[src/rtl/red_pkg.sv]
// Shared definitions for the RED reduction sequencer: widths and FSM state encoding.
package red_pkg;

  localparam int unsigned RED_IN_W  = 16;
  localparam int unsigned RED_OUT_W = 32;
  localparam int unsigned RED_HI_W  = 20;

  typedef enum logic [2:0] {
    IDLE,
    S_AB,
    S_CD,
    S_LO,
    S_HI,
    DONE
  } red_state_e;

endpackage

[src/rtl/cla_4bit.sv]
// 4-bit carry-lookahead adder slice; all carries are computed directly from g/p and cin.
module cla_4bit (
  input  logic [3:0] x,
  input  logic [3:0] y,
  input  logic       cin,
  output logic [3:0] sum,
  output logic       cout
);

  logic [3:0] g;
  logic [3:0] p;
  logic [3:0] carry;

  always_comb begin
    g = x & y;
    p = x ^ y;
    carry[0] = cin;
    carry[1] = g[0] | (p[0] & cin);
    carry[2] = g[1] | (p[1] & g[0]) | (p[1] & p[0] & cin);
    carry[3] = g[2] | (p[2] & g[1]) | (p[2] & p[1] & g[0]) | (p[2] & p[1] & p[0] & cin);
    cout     = g[3] | (p[3] & g[2]) | (p[3] & p[2] & g[1]) | (p[3] & p[2] & p[1] & g[0])
             | (p[3] & p[2] & p[1] & p[0] & cin);
    sum      = p ^ carry;
  end

endmodule

[src/rtl/red_add8.sv]
// Shared 8-bit add stage for the RED sequencer: two CLA nibbles with the
// inter-nibble carry exposed for the high-nibble step.
module red_add8 (
  input  logic [7:0] x,
  input  logic [7:0] y,
  input  logic       cin,
  output logic [7:0] sum,
  output logic       cout,
  output logic       c4
);

  cla_4bit u_lo (
    .x    (x[3:0]),
    .y    (y[3:0]),
    .cin  (cin),
    .sum  (sum[3:0]),
    .cout (c4)
  );

  cla_4bit u_hi (
    .x    (x[7:4]),
    .y    (y[7:4]),
    .cin  (c4),
    .sum  (sum[7:4]),
    .cout (cout)
  );

endmodule

[src/rtl/red_seq.sv]
// Multi-cycle RED sequencer: four add steps through one shared 8-bit adder,
// valid/ready handshake on operand and result sides.
module red_seq
  import red_pkg::*;
#(
  parameter bit ACCEPT_ON_DONE = 1'b1
) (
  input  logic                 clk,
  input  logic                 rst,
  input  logic                 in_valid,
  output logic                 in_ready,
  input  logic [RED_IN_W-1:0]  a,
  input  logic [RED_IN_W-1:0]  b,
  output logic                 out_valid,
  input  logic                 out_ready,
  output logic [RED_OUT_W-1:0] c,
  output logic                 busy
);

  red_state_e state_q, state_d;

  logic [RED_IN_W-1:0] a_q, a_d;
  logic [RED_IN_W-1:0] b_q, b_d;
  logic [8:0]          ab_q, ab_d;
  logic [8:0]          cd_q, cd_d;
  logic                t2_q, t2_d;
  logic [11:0]         c_q, c_d;
  logic                t3_q, t3_d;

  logic [7:0] add_x;
  logic [7:0] add_y;
  logic       add_cin;
  logic [7:0] add_sum;
  logic       add_cout;
  logic       add_c4;

  red_add8 u_add (
    .x    (add_x),
    .y    (add_y),
    .cin  (add_cin),
    .sum  (add_sum),
    .cout (add_cout),
    .c4   (add_c4)
  );

  always_comb begin
    state_d  = state_q;
    a_d      = a_q;
    b_d      = b_q;
    ab_d     = ab_q;
    cd_d     = cd_q;
    t2_d     = t2_q;
    c_d      = c_q;
    t3_d     = t3_q;
    add_x    = '0;
    add_y    = '0;
    add_cin  = 1'b0;
    in_ready = 1'b0;

    unique case (state_q)
      IDLE: begin
        in_ready = 1'b1;
        if (in_valid) begin
          a_d     = a;
          b_d     = b;
          state_d = S_AB;
        end
      end
      S_AB: begin
        add_x   = a_q[15:8];
        add_y   = a_q[7:0];
        ab_d    = {add_cout, add_sum};
        state_d = S_CD;
      end
      S_CD: begin
        add_x   = b_q[15:8];
        add_y   = b_q[7:0];
        cd_d    = {add_cout, add_sum};
        state_d = S_LO;
      end
      S_LO: begin
        add_x     = ab_q[7:0];
        add_y     = cd_q[7:0];
        c_d[7:0]  = add_sum;
        t2_d      = add_cout;
        state_d   = S_HI;
      end
      S_HI: begin
        // Upper nibble is zero, so the nibble carry is the sign-fill bit for c[31:12].
        add_x     = {4'b0000, {4{ab_q[8]}}};
        add_y     = {4'b0000, {4{cd_q[8]}}};
        add_cin   = t2_q;
        c_d[11:8] = add_sum[3:0];
        t3_d      = add_c4;
        state_d   = DONE;
      end
      DONE: begin
        in_ready = ACCEPT_ON_DONE && out_ready;
        if (out_ready) begin
          if (ACCEPT_ON_DONE && in_valid) begin
            a_d     = a;
            b_d     = b;
            state_d = S_AB;
          end else begin
            state_d = IDLE;
          end
        end
      end
      default: state_d = IDLE;
    endcase
  end

  always_ff @(posedge clk) begin
    if (rst) begin
      state_q <= IDLE;
      a_q     <= '0;
      b_q     <= '0;
      ab_q    <= '0;
      cd_q    <= '0;
      t2_q    <= 1'b0;
      c_q     <= '0;
      t3_q    <= 1'b0;
    end else begin
      state_q <= state_d;
      a_q     <= a_d;
      b_q     <= b_d;
      ab_q    <= ab_d;
      cd_q    <= cd_d;
      t2_q    <= t2_d;
      c_q     <= c_d;
      t3_q    <= t3_d;
    end
  end

  always_comb begin
    out_valid = (state_q == DONE);
    busy      = (state_q != IDLE);
    c         = out_valid ? {{RED_HI_W{t3_q}}, c_q} : '0;
  end

endmodule

[config.mk]
export PLATFORM = sky130hd
export DESIGN_NAME = red_seq
export DESIGN_NICKNAME = d
export VERILOG_FILES = /design/src/rtl/red_pkg.sv /design/src/rtl/cla_4bit.sv /design/src/rtl/red_add8.sv /design/src/rtl/red_seq.sv
export SDC_FILE = /design/constraint.sdc
export NUM_CORES = 1
export LEC_CHECK = 0
export ABC_AREA = 0
export BUFFER_PORTS_ARGS = -buffer_cell sky130_fd_sc_hd__buf_2
export CAP_MARGIN = 20
export CORE_MARGIN = 1
export CORE_UTILIZATION = 25
export DETAILED_ROUTE_END_ITERATION = 8
export PLACE_DENSITY = 0.43
export SLEW_MARGIN = 20
export SYNTH_ARGS = -nofsm -noshare
export SYNTH_HDL_FRONTEND = slang
export SYNTH_SLANG_ARGS = --single-unit
export TNS_END_PERCENT = 20
[constraint.sdc]
create_clock -name clk -period 7.6 [get_ports clk]
set_input_delay 1.52 -clock clk [delete_from_list [all_inputs] [get_ports clk]]
set_output_delay 1.52 -clock clk [all_outputs]
set_load 0.01 [all_outputs]
==> results.sh <==
export IMPL_drtAntennaViolNets=0
export IMPL_slew_violations=0
export IMPL_post_route_period_util_pct=49.55
export IMPL_grt_max_degree=56
export IMPL_cpPeakStageDelay_ns=0.74
export IMPL_holdBufCountCts=0
export IMPL_yosys_warnings=0
export IMPL_fmax_mhz=265.6
export IMPL_status="completed"
export IMPL_avgSynthCellArea_um2=7.765
export IMPL_track_usage_pct=13.64
export IMPL_worstPathMaxFanout=23
export IMPL_cts_setup_buffers=0
export IMPL_ys_ff_latch=67
export IMPL_design_power_total_mw=0.9224
export IMPL_cts_tree="done"
export IMPL_post_place_ws_ns=3.818
export IMPL_dr_first_iter_drc_count=134
export IMPL_cts_made_buffers=9
export IMPL_dpl_hpwl_um=6617
export IMPL_htree_levels=3
export IMPL_crit_required_ns=7.86
export IMPL_drt_wirelength_per_cell_um=13.79
export IMPL_finClkSkew_ns=0.007494
export IMPL_setup_viol=0
export IMPL_antenna_cells=0
export IMPL_synth_top_family_by_area="simple AND/OR/NAND/NOR gates"
export IMPL_first_pass_iters=4
export IMPL_syn_nets=492
export IMPL_drt_total_wl_um=9118
export IMPL_gp_congestion=0.8043
export IMPL_cts_max_path_buffers=2
export IMPL_synthAdderAreaFrac_pct=4.046
export IMPL_clk_latency_ns=0.33
export IMPL_synth_seq_area_share_pct=38.73
export IMPL_p_leak_nw=1.741
export IMPL_relSlewSlack_pct=48.78
export IMPL_grt_pass1_vias=2932
export IMPL_die_x_um=119.7
export IMPL_netlist_area_um2=3463
export IMPL_port_buffers=70
export IMPL_post_drt_via_cell_ratio=4.651
export IMPL_rsz0062_at_grt="no"
export IMPL_path_delay_family="simple AND/OR/NAND/NOR gates"
export IMPL_fp_dieH_um=119.7
export IMPL_grt_pass1_wl_um=15320
export IMPL_crit_path_end_kind="flip-flop"
export IMPL_synth_compound_gate_area_share_pct=18.82
export IMPL_final_cell_mix="nand2_1, buf_2, dfxtp_1, a21oi_1, nor2_1"
export IMPL_critical_path_class="reg2reg"
export IMPL_core_um2=13400
export IMPL_critical_path_slowest_cell="dfxtp_1"
export IMPL_maxCapViolCount=0
export IMPL_cts_sinks=67
export IMPL_num_vias=3074
export IMPL_die_area_um2=14330
export IMPL_fin_tns_setup_ns=0
export IMPL_tightest_slew_ns=0.7684
export IMPL_drc=0
export IMPL_overflow=0
export IMPL_layout_cells_most_common="nand2_1"
export IMPL_setup_ws_ns=3.834
export IMPL_pin_count=71
export IMPL_muxShareOfSynthArea_pct=2.601
export IMPL_power_density_nw_per_um2=225.7
export IMPL_placement_rows=42
export IMPL_utilization_pct=30.50
export IMPL_ctsRootBufferMaster="clkbuf_16"
export IMPL_fin_crit_ns=3.766
export IMPL_ys_types=39
export IMPL_antenna_found_initial=0
export IMPL_yosys_area_share_simple_pct=25.90
export IMPL_crit_buf_inv=3
export IMPL_path_cells="nor2b_1, buf_4, nor2b_1, buf_4, a22oi_1, nand3_1, ha_1, nand3_1, o211ai_2, and2_1, inv_2, fa_1, xnor2_1, nand2_1, a21oi_1"
export IMPL_drive_gt1_share_pct=21.86
export IMPL_area_growth_synth_to_final_pct=18.03
export IMPL_start_util_pct=25.85
export IMPL_synthCells=446
export IMPL_startpoint_type="flip-flop"
export IMPL_hold_class="reg2reg"
export IMPL_crit_arrival_ns=4.02
export IMPL_ir_drop_v=0.00007965
export IMPL_post_cts_resized=0
export IMPL_nets=527
export IMPL_synthXorXnorAreaFrac_pct=0.7587
export IMPL_rrSetupSlack_ns=3.83
export IMPL_cts_clk_slew_worst_paths_ns=0.05
export IMPL_hold_violations=0
## cell usage after synthesis
cell type    n  area share (%)
or3b_1       1            0.25
o41ai_1      4             1.0
a221o_1      2            0.58
a22oi_1     12             2.6
nor2_1      26             2.8
a31oi_1      3            0.54
nand3_1     11             1.6
mux2_2       8             2.6
and2_1       5            0.90
buf_6        4             1.3
inv_2        1            0.11
o21ai_0      3            0.43
nand3b_1     6             1.3
nor3b_1      4            0.87
ha_1         8             2.9
nand2_1    114              12
nand4_1      3            0.54
o2111ai_1    3            0.76
fa_1         2             1.2
o211ai_2     1            0.36
xnor2_1      2            0.51
clkbuf_1    26             2.8
and3_1      13             2.3
a211oi_1    11             2.4
xor2_1       1            0.25
nor2b_1      6             1.1
a221oi_1     2            0.51
buf_2        4            0.58
a21o_1       2            0.43
a2111oi_0    1            0.25
dfxtp_1     67              39
or2_2        2            0.36
buf_4       19             4.1
a311oi_2     1            0.43
or3_1        4            0.72
nand2b_1     2            0.36
a21oi_1     59             8.5
inv_1        2            0.22
nor2b_4      1            0.40
## path summary, 6_finish.rpt
check                                             start                   end  depth (start not counted)
worst max-delay path            state_q[1]$_SDFFE_PP0P_  cd_q[5]$_SDFFE_PP0N_                         15
worst min-delay path                c_q[9]$_SDFFE_PP0N_   c_q[9]$_SDFFE_PP0N_                          2
worst max register to register  state_q[1]$_SDFFE_PP0P_  cd_q[5]$_SDFFE_PP0N_                         15
worst min register to register      c_q[9]$_SDFFE_PP0N_   c_q[9]$_SDFFE_PP0N_                          2
## power breakdown
group          total [mW]  switching, mW  internal (mW)
clock network       0.415          0.146          0.269
registers           0.390         0.0179          0.372
logic               0.117         0.0730         0.0443
## cell type report
| type | instances | area, um2 |
|---|---|---|
| multi-input combinational | 323 | 1809 |
| sequential | 67 | 1341 |
| clock buffer | 13 | 260.3 |
| timing repair buffer | 77 | 410.4 |
| clock inverter | 2 | 35.03 |
| fill | 1467 | 9313 |
| tap | 176 | 220.2 |
| inverter | 3 | 11.26 |
## tightest hold or removal path: stages, from the launching register on
cell and delay, ns:
dfxtp_1 0.30, nand2_1 0.05, a21oi_1 0.05
## registers in the layout, summed over array words and instances (netlist names)
name / flops
state_q: 3
t3_q: 1
b_q: 16
cd_q: 9
a_q: 16
c_q: 12
ab_q: 9
t2_q: 1
## layer usage
layer / up-vias / wire length (um) / GRT usage (%)
met5: - / 0 / 0
met4: 0 / 106 / 4.531
met3: 8 / 394 / 2.662
met2: 85 / 3889 / 19.98
met1: 1393 / 4729 / 19.78
li1: 1588 / - / -
## per-stage QoR
stage / area [um2] / hold slack [ns] / std cells
6_report: 4088 / 0.4513 / 661
2_1_floorplan: 3463 / 0.4321 / 446
4_1_cts: 4071 / 0.4558 / 660
3_5_place_dp: 3776 / 0.4482 / 645
5_1_grt: 4088 / 0.4718 / 661
3_3_place_gp: 3776 / 0.4449 / 645
## logic make-up after synthesis
kind of cell / Yosys count
buf+inv: 56
flops: 67
simple gates: 198
fa+ha+maj: 10
compound gates: 104
xor+xnor: 3
mux: 8
Note: power is estimated with default switching activity, not from simulation.
